--- src/rtl/sensor_acquisition_if.sv ---
// Pin-level bundle between the acquisition front end and the board/water module:
// the 3-wire ADC link plus the registered sample outputs.
interface sensor_acquisition_if;
  logic       ADC_CS_n;
  logic       ADC_SCLK;
  logic       ADC_DOUT;
  logic [7:0] Moisture_sensor;
  logic [1:0] Water_sensor;
  logic       Sample_valid;
  logic       Probe_fault;

  modport master (
    output ADC_CS_n, ADC_SCLK, Moisture_sensor, Water_sensor, Sample_valid, Probe_fault,
    input  ADC_DOUT
  );

  modport slave (
    input  ADC_CS_n, ADC_SCLK, Moisture_sensor, Water_sensor, Sample_valid, Probe_fault,
    output ADC_DOUT
  );
endinterface

--- src/rtl/sensor_acquisition.sv ---
// Periodic 8-bit serial ADC reader plus debounced tank-probe level encoder.
// Both results are published together on a one-cycle Sample_valid strobe.
module sensor_acquisition #(
  parameter int SAMPLE_PERIOD = 64,
  parameter int SCLK_DIV      = 2,
  parameter int DEBOUNCE      = 4
) (
  input  logic                 CLK,
  input  logic                 Reset,
  input  logic                 Enable,
  input  logic [2:0]           Probe,
  sensor_acquisition_if.master bus
);

  localparam int PERIOD_W = $clog2(SAMPLE_PERIOD + 1);
  localparam int DIV_W    = $clog2(SCLK_DIV + 1);
  localparam int DEB_W    = $clog2(DEBOUNCE + 1);

  typedef enum logic [1:0] {IDLE, SETUP, SHIFT, DONE} state_t;

  state_t              state_q, state_d;
  logic [PERIOD_W-1:0] period_cnt;
  logic [DIV_W-1:0]    div_cnt;
  logic [3:0]          half_cnt;
  logic                sclk_q;
  logic [7:0]          shift_q;

  logic [2:0]          sync1_q, sync2_q, deb_q;
  logic [DEB_W-1:0]    deb_cnt [3];
  logic [1:0]          level;
  logic                level_fault;

  logic period_hit, div_hit, last_toggle;

  assign period_hit  = Enable && (period_cnt == PERIOD_W'(SAMPLE_PERIOD - 1));
  assign div_hit     = (div_cnt == DIV_W'(SCLK_DIV - 1));
  // 16th SCLK half-period ends: SCLK has just completed its final high phase.
  assign last_toggle = div_hit && (half_cnt == 4'd15);

  // NOTE: sequential state uses non-blocking assignments so every register
  // samples pre-edge values regardless of process ordering.
  always_ff @(posedge CLK or negedge Reset) begin
    if (!Reset) state_q <= IDLE;
    else        state_q <= state_d;
  end

  // NOTE: every always_comb output gets a default first so no path infers a latch.
  always_comb begin
    state_d = state_q;
    unique case (state_q)
      IDLE:  if (period_hit)  state_d = SETUP;
      SETUP:                  state_d = SHIFT;
      SHIFT: if (last_toggle) state_d = DONE;
      DONE:                   state_d = IDLE;
    endcase
  end

  always_comb begin
    bus.ADC_CS_n     = 1'b1;
    bus.Sample_valid = 1'b0;
    unique case (state_q)
      IDLE:  ;
      SETUP: bus.ADC_CS_n     = 1'b0;
      SHIFT: bus.ADC_CS_n     = 1'b0;
      DONE:  bus.Sample_valid = 1'b1;
    endcase
  end

  assign bus.ADC_SCLK = sclk_q;

  always_ff @(posedge CLK or negedge Reset) begin
    if (!Reset) begin
      period_cnt <= '0;
    end else if (state_q == IDLE && Enable) begin
      period_cnt <= period_hit ? '0 : period_cnt + 1'b1;
    end else begin
      period_cnt <= '0;
    end
  end

  // Serial engine: ADC_DOUT is captured on the edge where SCLK rises.
  always_ff @(posedge CLK or negedge Reset) begin
    if (!Reset) begin
      div_cnt  <= '0;
      half_cnt <= '0;
      sclk_q   <= 1'b0;
      shift_q  <= '0;
    end else if (state_q == SHIFT) begin
      if (div_hit) begin
        div_cnt  <= '0;
        sclk_q   <= ~sclk_q;
        half_cnt <= half_cnt + 1'b1;
        if (!sclk_q) shift_q <= {shift_q[6:0], bus.ADC_DOUT};
      end else begin
        div_cnt <= div_cnt + 1'b1;
      end
    end else begin
      div_cnt  <= '0;
      half_cnt <= '0;
      sclk_q   <= 1'b0;
    end
  end

  // NOTE: the per-bit debounce counters are plain flops, not RAM, so they
  // are reset along with everything else.
  always_ff @(posedge CLK or negedge Reset) begin
    if (!Reset) begin
      sync1_q <= '0;
      sync2_q <= '0;
      deb_q   <= '0;
      for (int i = 0; i < 3; i++) deb_cnt[i] <= '0;
    end else begin
      sync1_q <= Probe;
      sync2_q <= sync1_q;
      for (int i = 0; i < 3; i++) begin
        if (sync2_q[i] != deb_q[i]) begin
          if (deb_cnt[i] == DEB_W'(DEBOUNCE - 1)) begin
            deb_q[i]   <= sync2_q[i];
            deb_cnt[i] <= '0;
          end else begin
            deb_cnt[i] <= deb_cnt[i] + 1'b1;
          end
        end else begin
          deb_cnt[i] <= '0;
        end
      end
    end
  end

  always_comb begin
    level       = 2'd0;
    level_fault = 1'b0;
    case (deb_q)
      3'b000:  level = 2'd0;
      3'b001:  level = 2'd1;
      3'b011:  level = 2'd2;
      3'b111:  level = 2'd3;
      default: level_fault = 1'b1;
    endcase
  end

  // Loaded on the edge entering DONE so the new values are visible during
  // the Sample_valid cycle and held until the next one.
  always_ff @(posedge CLK or negedge Reset) begin
    if (!Reset) begin
      bus.Moisture_sensor <= '0;
      bus.Water_sensor    <= '0;
      bus.Probe_fault     <= 1'b0;
    end else if (state_q == SHIFT && last_toggle) begin
      bus.Moisture_sensor <= shift_q;
      bus.Probe_fault     <= level_fault;
      if (!level_fault) bus.Water_sensor <= level;
    end
  end

endmodule

--- src/flat_wrapper.sv ---
// flat-port wrapper written by rule: the top's interface ports become plain ports
module sensor_acquisition_flat 
#(
  parameter int SAMPLE_PERIOD = 64,
  parameter int SCLK_DIV      = 2,
  parameter int DEBOUNCE      = 4
)
  (CLK, Reset, Enable, Probe, bus_ADC_CS_n, bus_ADC_SCLK, bus_Moisture_sensor, bus_Water_sensor, bus_Sample_valid, bus_Probe_fault, bus_ADC_DOUT);
  sensor_acquisition_if bus_i ();
  input  logic CLK;
  input  logic Reset;
  input  logic Enable;
  input  logic [2:0] Probe;
  output wire logic [$bits(bus_i.ADC_CS_n)-1:0] bus_ADC_CS_n;
  output wire logic [$bits(bus_i.ADC_SCLK)-1:0] bus_ADC_SCLK;
  output wire logic [$bits(bus_i.Moisture_sensor)-1:0] bus_Moisture_sensor;
  output wire logic [$bits(bus_i.Water_sensor)-1:0] bus_Water_sensor;
  output wire logic [$bits(bus_i.Sample_valid)-1:0] bus_Sample_valid;
  output wire logic [$bits(bus_i.Probe_fault)-1:0] bus_Probe_fault;
  input wire logic [$bits(bus_i.ADC_DOUT)-1:0] bus_ADC_DOUT;
  assign bus_ADC_CS_n = bus_i.ADC_CS_n;
  assign bus_ADC_SCLK = bus_i.ADC_SCLK;
  assign bus_Moisture_sensor = bus_i.Moisture_sensor;
  assign bus_Water_sensor = bus_i.Water_sensor;
  assign bus_Sample_valid = bus_i.Sample_valid;
  assign bus_Probe_fault = bus_i.Probe_fault;
  assign bus_i.ADC_DOUT = bus_ADC_DOUT;
  sensor_acquisition #(.SAMPLE_PERIOD(SAMPLE_PERIOD), .SCLK_DIV(SCLK_DIV), .DEBOUNCE(DEBOUNCE)) u_core (.CLK(CLK), .Reset(Reset), .Enable(Enable), .Probe(Probe), .bus(bus_i));
endmodule
--- config.mk ---
export PLATFORM = sky130hd
export DESIGN_NAME = sensor_acquisition_flat
export DESIGN_NICKNAME = d
export VERILOG_FILES = /design/src/rtl/sensor_acquisition_if.sv /design/src/rtl/sensor_acquisition.sv /design/src/flat_wrapper.sv
export SDC_FILE = /design/constraint.sdc
export NUM_CORES = 1
export LEC_CHECK = 0
export CORE_UTILIZATION = 50
export DETAILED_ROUTE_END_ITERATION = 10
export GPL_TIMING_DRIVEN = 1
export MAX_ROUTING_LAYER = met4
export PLACE_DENSITY = 0.74
export SYNTH_ARGS = -nofsm -noshare
export SYNTH_HDL_FRONTEND = slang
export SYNTH_SLANG_ARGS = --single-unit
export TNS_END_PERCENT = 20
--- constraint.sdc ---
create_clock -name CLK -period 1.8 [get_ports CLK]
set_input_delay 0.45 -clock CLK [delete_from_list [all_inputs] [get_ports CLK]]
set_output_delay 0.45 -clock CLK [all_outputs]
set_load 0.02 [all_outputs]
==> impl_metrics.toml <==
[outcome]
status = "complete, no violations"

[detailed_routing]
highest_layer = "met4"
vias = 1293
drc = 0
met3_length_um = 167
drtPass1Iterations = 4
wirelength_mm = 3.52
wl_met1_mm = 1.47
ant_nets = 0
viasPerCell = 5.23
initialDrtViolationCount = 67
route.met2.wl_mm = 1.85
wl_per_cell_um = 14.3

[setup_path]
worstPathRequired_ns = 1.35
end_kind = "primary output"
arrival_ns = 1.31
worstPathMaxFanout = 2
critPathTopFamily = "buffers and inverters"
slowest_stage = "dfrtp_1"
worstSetupPathType = "flop to primary output"
path_cells = "buf_4, ha_1, clkdlybuf4s15_1"
worst-path-buf-inv = 2
critPathMaxStageDelay_ns = 0.40
critPathLaunchType = "flop"

[placement]
portBuffers = 20
place_inst = 239
hpwl_mm = 2.53
gp_congestion = 0.747
post-place-ws_ns = -0.0700
post_dp_cell_area_mm2 = 0.00249

[finish]
stdcell_area_mm2 = 0.00258
fillers = 327
num-nets-final = 212
antenna_cells = 0
post_layout_nonfiller_instances = 247
areaGrowthSynthToFinish_pct = 20.5
drive_gt1_share_pct = 21.8

[synth]
synth_largest_area_cell = "dfrtp_1"
synth.distinct_cells = 35
synth_seq_area_share_pct = 62.0
synth_edf_count = 0
syn-mean-instance-area_um2 = 13.3
synth_most_common_cell = "dfrtp_1"
ys_ff_latch = 53
ys_warn_count = 0
synthTopCellsByArea = "dfrtp_1 62%, mux2_2 8.9%, ha_1 5.3%, xnor2_1 2.9%, nor2_1 2.6%"
ys.flop_type = "dfrtp_1"
synth_fp_nets = 177
synthesis.area_mm2 = 0.00214
synth_commonest_cells = "53 x dfrtp_1, 17 x mux2_2, 15 x nor2_1, 9 x ha_1, 8 x nand2_1"
yosys.area.top_type_share_pct = 62.0
synthCells = 161
ys_async_sr_fraction_pct = 100

[die]
die_w_um = 67.4
fp.dieH_um = 67.4
rows = 23
initial_core_util_pct = 52.8
die_area_mm2 = 0.00455
core_area_mm2 = 0.00406
ios = 21

[power_and_ir_drop]
power_mw = 2.27
ir_worst_vdd_uv = 571
power_density_mw_per_mm2 = 882
power_leakage_nw = 1.23

[clock_network]
clk_latency_ns = 0.30
cts-root-buf = "clkbuf_8"
cts_tree = "done"
clk_transition_reported_paths_ns = 0.09
postCtsSetupRepairBufs = 0
h-tree-depth = 2
clockBufferDepth = 2
cts_buffers = 5
cts.sinks = 53

[sta]
rsz0062_at_grt = "yes"
setup_tns_ns = 0
final.period_utilization_pct = 97.9
finalHoldViolCount = 0
worstMarginPinSlew_ns = 0.403
setup_ws_ns = 0.0386
setup_viol_count_final = 0
slew-limit-headroom_pct = 72.8
maxSlewViolCount = 0
clock-skew-final_ns = 0.00825
period_needed_ns = 1.76
max_freq_ghz = 0.568

[global_routing]
grt_max_degree = 54
grt_pass1_wl_mm = 5.95
first_global_vias = 1358
grt_usage_pct = 18.9
antenna_found_initial = 0
grt_overflow = 0

[run]
cap_violations = 0

[worst_hold_path]
hold_class = "input port to async pin"
-- final timing paths --
| check | startpoint | endpoint | slack (ns) | depth (start not counted) |
|---|---|---|---|---|
| min in group CLK | u_core.sync1_q[2] | u_core.sync2_q[2] | 0.35 | 0 |
| min | Reset | u_core.deb_cnt[6] | 0.12 | 2 |
| max reg2reg | u_core.state_q[0] | u_core.shift_q[5] | 0.13 | 7 |
| min reg2reg | u_core.sync1_q[2] | u_core.sync2_q[2] | 0.35 | 0 |
| max | u_core.state_q[1] | bus_Sample_valid | 0.04 | 3 |
| max in group asynchronous | Reset | u_core.bus.Moisture_sensor[1] | 1.45 | 2 |
-- metal layers --
metal | vias to the layer above | global-route usage [%]
met1 | 651 | 21.0
met4 | 0 | 5.59
li1 | 616 | -
met2 | 22 | 31.8
met3 | 4 | 6.59
met5 | - | -
-- sequential cells by signal (all words and copies together), names as in the netlist --
| register | cells |
|---|---|
| u_core.deb_cnt | 9 |
| u_core.bus.Moisture_sensor | 8 |
| u_core.shift_q | 8 |
| u_core.period_cnt | 7 |
| u_core.half_cnt | 4 |
| u_core.deb_q | 3 |
| u_core.sync1_q | 3 |
| u_core.sync2_q | 3 |
| u_core.bus.Water_sensor | 2 |
| u_core.div_cnt | 2 |
| u_core.state_q | 2 |
| u_core.bus.ADC_SCLK | 1 |
| u_core.bus.Probe_fault | 1 |
-- power breakdown --
group / leakage, nW / internal, mW / total [mW] / switching (mW)
sequential: 0.713 / 1.29 / 1.36 / 0.0744
clock: 0.0450 / 0.270 / 0.640 / 0.369
combinational: 0.472 / 0.135 / 0.274 / 0.139
total: 1.23 / 1.69 / 2.27 / 0.583
-- worst register-to-register path, cell delays in order, from the launching register on --
cell	delay (ns)
dfrtp_1	0.40
inv_1	0.09
buf_4	0.14
ha_4	0.15
clkinv_2	0.07
nor3b_4	0.22
buf_12	0.15
mux2_2	0.34
-- layout by cell type (no fill, tap or decap), types with 3 or more instances in the layout --
| cell | Yosys | final |
|---|---|---|
| buf_4 | 1 | 8 |
| clkbuf_8 | 0 | 5 |
| clkdlybuf4s50_1 | 0 | 15 |
| clkinv_2 | 0 | 3 |
| dfrtp_1 | 53 | 53 |
| ha_1 | 9 | 8 |
| inv_1 | 6 | 6 |
| mux2_2 | 17 | 17 |
| nand2_1 | 8 | 8 |
| nand3_1 | 3 | 3 |
| nor2_1 | 15 | 15 |
| nor3b_1 | 6 | 6 |
| o21ai_0 | 4 | 4 |
| xnor2_1 | 7 | 7 |
| xor2_1 | 5 | 5 |
-- area by class of cell --
type                            instances  area [um2]  share of cell area (%)
Timing Repair Buffer                   30         292                    11.3
Tap cell                               50        62.6                    2.43
Clock buffer                            6        72.6                    2.81
Sequential cell                        53        1330                    51.4
Inverter                                7        27.5                    1.07
Multi-Input combinational cell         99         788                    30.6
Clock inverter                          2        10.0                   0.388
-- per-stage QoR --
step                hold WS (ns)  utilization (%)
finish                     0.120             63.6
floorplan                  0.154                -
global placement           0.333             61.3
global route               0.130             63.6
CTS                        0.133             63.3
detailed placement         0.336             61.3
-- logic make-up after synthesis --
kind of cell	after synthesis	share of synthesized area (%)
mux	19	9.88
xor+xnor	12	4.91
compound gates	12	3.92
fa+ha+maj	9	5.26
flops	53	62.0
buf+inv	9	1.81
simple gates	47	12.3
-- timing repair --
item	in CTS	in global routing
resized for setup	6	5
pin swaps	0	1
cloned	0	0
hold buffers	0	0
endpoints found under the setup margin	11	18
No activity file was read; power rests on OpenSTA's default activity.
==> RTL edit, RTL diff (same flow settings) <==
Make the reset (`Reset`) synchronous in 5 clocked blocks.
--- a/src/rtl/sensor_acquisition.sv
+++ b/src/rtl/sensor_acquisition.sv
@@ -39,7 +39,7 @@
 
   // NOTE: sequential state uses non-blocking assignments so every register
   // samples pre-edge values regardless of process ordering.
-  always_ff @(posedge CLK or negedge Reset) begin
+  always_ff @(posedge CLK) begin
     if (!Reset) state_q <= IDLE;
     else        state_q <= state_d;
   end
@@ -68,7 +68,7 @@
 
   assign bus.ADC_SCLK = sclk_q;
 
-  always_ff @(posedge CLK or negedge Reset) begin
+  always_ff @(posedge CLK) begin
     if (!Reset) begin
       period_cnt <= '0;
     end else if (state_q == IDLE && Enable) begin
@@ -79,7 +79,7 @@
   end
 
   // Serial engine: ADC_DOUT is captured on the edge where SCLK rises.
-  always_ff @(posedge CLK or negedge Reset) begin
+  always_ff @(posedge CLK) begin
     if (!Reset) begin
       div_cnt  <= '0;
       half_cnt <= '0;
@@ -103,7 +103,7 @@
 
   // NOTE: the per-bit debounce counters are plain flops, not RAM, so they
   // are reset along with everything else.
-  always_ff @(posedge CLK or negedge Reset) begin
+  always_ff @(posedge CLK) begin
     if (!Reset) begin
       sync1_q <= '0;
       sync2_q <= '0;
@@ -141,7 +141,7 @@
 
   // Loaded on the edge entering DONE so the new values are visible during
   // the Sample_valid cycle and held until the next one.
-  always_ff @(posedge CLK or negedge Reset) begin
+  always_ff @(posedge CLK) begin
     if (!Reset) begin
       bus.Moisture_sensor <= '0;
       bus.Water_sensor    <= '0;
Behaviour: same outputs for any inputs over 10 cycles, from zero or initial values and one cycle with Reset low; that may be too few to reach the edited logic, so the function may still have changed.
==> RTL edit against the unedited design <==
  * Sequential share of layout area shrank 6.6 points
  * Design area fell by 0.44%
  * Global-route usage down 0.89 points
  * Setup slack gained 0.024 ns
  * Total power fell by 4.5%
  * Synthesized area rose by 0.41%
  * Sequential cell count unchanged
  * Wire length fell by 3.7%
  * Critical path type unchanged
  * Critical endpoint is now bus_Water_sensor[1]
==> RTL edit: results (changes against the unedited design) <==
Outcome
  • Outcome: finished clean

Setup path
  • CP max FO: 3 (+1)
  • Origin of the critical flop-to-flop path: u_core.state_q[0]
  • Worst endpoint data arrival time: 1.29 ns (-0.02 ns)
  • Worst flop-to-flop path endpoint: u_core.bus.Water_sensor[1]
  • Slowest stage cell, crit path: clkdlybuf4s50_1
  • Worst path max stage delay: 0.63 ns (+0.23 ns)

Place
  • Dpl hpwl: 2420 um (-4.4%)
  • Global placement routability congestion: 0.727 (-2.6%)

Global route
  • GR Util met3: 5.07% (-1.5 points)
  • GRT Total Usage: 18.0% (-0.89 points)
  • Vias in the first global route: 1400 (+3.1%)
  • Grt met2 use: 29.3% (-2.4 points)
  • Met1 usage: 20.6% (-0.42 points)
  • First-pass GRT wire length: 5880 um (-1.2%)

Detailed routing
  • Post-Route WL: 3390 um (-3.7%)
  • DR WL met3: 104 um (-38%)
  • Iter 0 DRT Violations: 70 (+4.5%)
  • Vias/cell: 4.75 (-9.3%)
  • Met2 wire len: 1620 um (-13%)
  • Routed len/inst: 11.2 um (-22%)

Synth
  • Ys flop type: dfxtp_1
  • Syn Inst Count: 213 (+32%)
  • Mux contribution to synthesized area: 5.59% (-4.3 points)
  • Xor-xnor portion of the synthesized cell area: 4.89% (-0.020 points)
  • Post-synthesis sequential area ratio: 53.6% (-8.4 points)
  • Adder-Cell Fraction of Synth Area: 7.57% (+2.3 points)
  • Number of synthesized flops with an enable pin: 9 (+9)
  • Compound-cell area share of the yosys netlist: 6.58% (+2.7 points)
  • Commonest cells post-synth: dfxtp_1 (44), nor2_1 (35), nand2_1 (20), ha_1 (13), inv_1 (13)
  • Ys async rst share: 0% (-100 points)

Timing
  • Worst hold margin: 0.439 ns (+0.319 ns)
  • Clock skew: 0.00729 ns (-0.000955 ns)

Power and ir drop
  • Net Sw Frac: 24.5% (-1.2 points)
  • VDD IR max: 499 uV (-13%)

Layout
  • Layout cell share with drive strength beyond 1: 9.88% (-12 points)
  • Fin nets: 272 (+28%)

Hold path
  • HP Class: register to register

CTS
  • CTS resizes: 4 (-2)
-- RTL edit: cell count changes after synthesis, moves of 7 or more --
cell      delta
edfxtp_1     +9
inv_1        +7
a21oi_1     +10
dfrtp_1     -53
mux2_2      -17
mux2i_1     +10
dfxtp_1     +44
nand2_1     +12
nor2_1      +20
-- RTL edit: cell type report --
type / count / area (sq um)
sequential: 53 / 1150
fill: 360 / 1490
timing repair buffer: 31 / 279
tap: 50 / 62.6
clock buffer: 5 / 68.8
clock inverter: 3 / 17.5
multi-input combinational: 147 / 936
inverter: 14 / 52.6
-- RTL edit: metrics by stage --
stage | instance area (sq um) | setup TNS (ns) | setup WS (ns) | util (%) | power, W
3_3_place_gp | 2480 | -0.0177 | -0.0177 | 61.2 | 0.00156
6_report | 2570 | 0 | 0.0627 | 63.3 | 0.00217
4_1_cts | 2570 | 0 | 0.0340 | 63.4 | 0.00221
5_1_grt | 2570 | 0 | 0.000150 | 63.3 | 0.00228
2_1_floorplan | 2180 | 0 | 0.410 | - | 0.00148
3_5_place_dp | 2480 | -0.0638 | -0.0572 | 61.2 | 0.00157
-- RTL edit: how the worst max path moves through the flow --
stage                                          start  slack (ns)                    endpoint
after floorplan                    u_core.div_cnt[0]        0.41  u_core.bus.Water_sensor[1]
after global placement                        Enable       -0.02           u_core.state_q[1]
after detailed placement                      Enable       -0.06           u_core.state_q[1]
after CTS                          u_core.state_q[0]        0.03                bus_ADC_CS_n
after global routing               u_core.state_q[0]      0.0001  u_core.bus.Water_sensor[0]
final                     u_core.bus.Water_sensor[1]        0.06         bus_Water_sensor[1]
-- RTL edit: logic make-up after synthesis --
logic type,Yosys count
AOI/OAI and AO/OA,19
xor gates and xnor gates,12
adders and majority gates,13
buffers and inverters,21
DFF,53
muxes,12
other,1
and+or+nand+nor,82
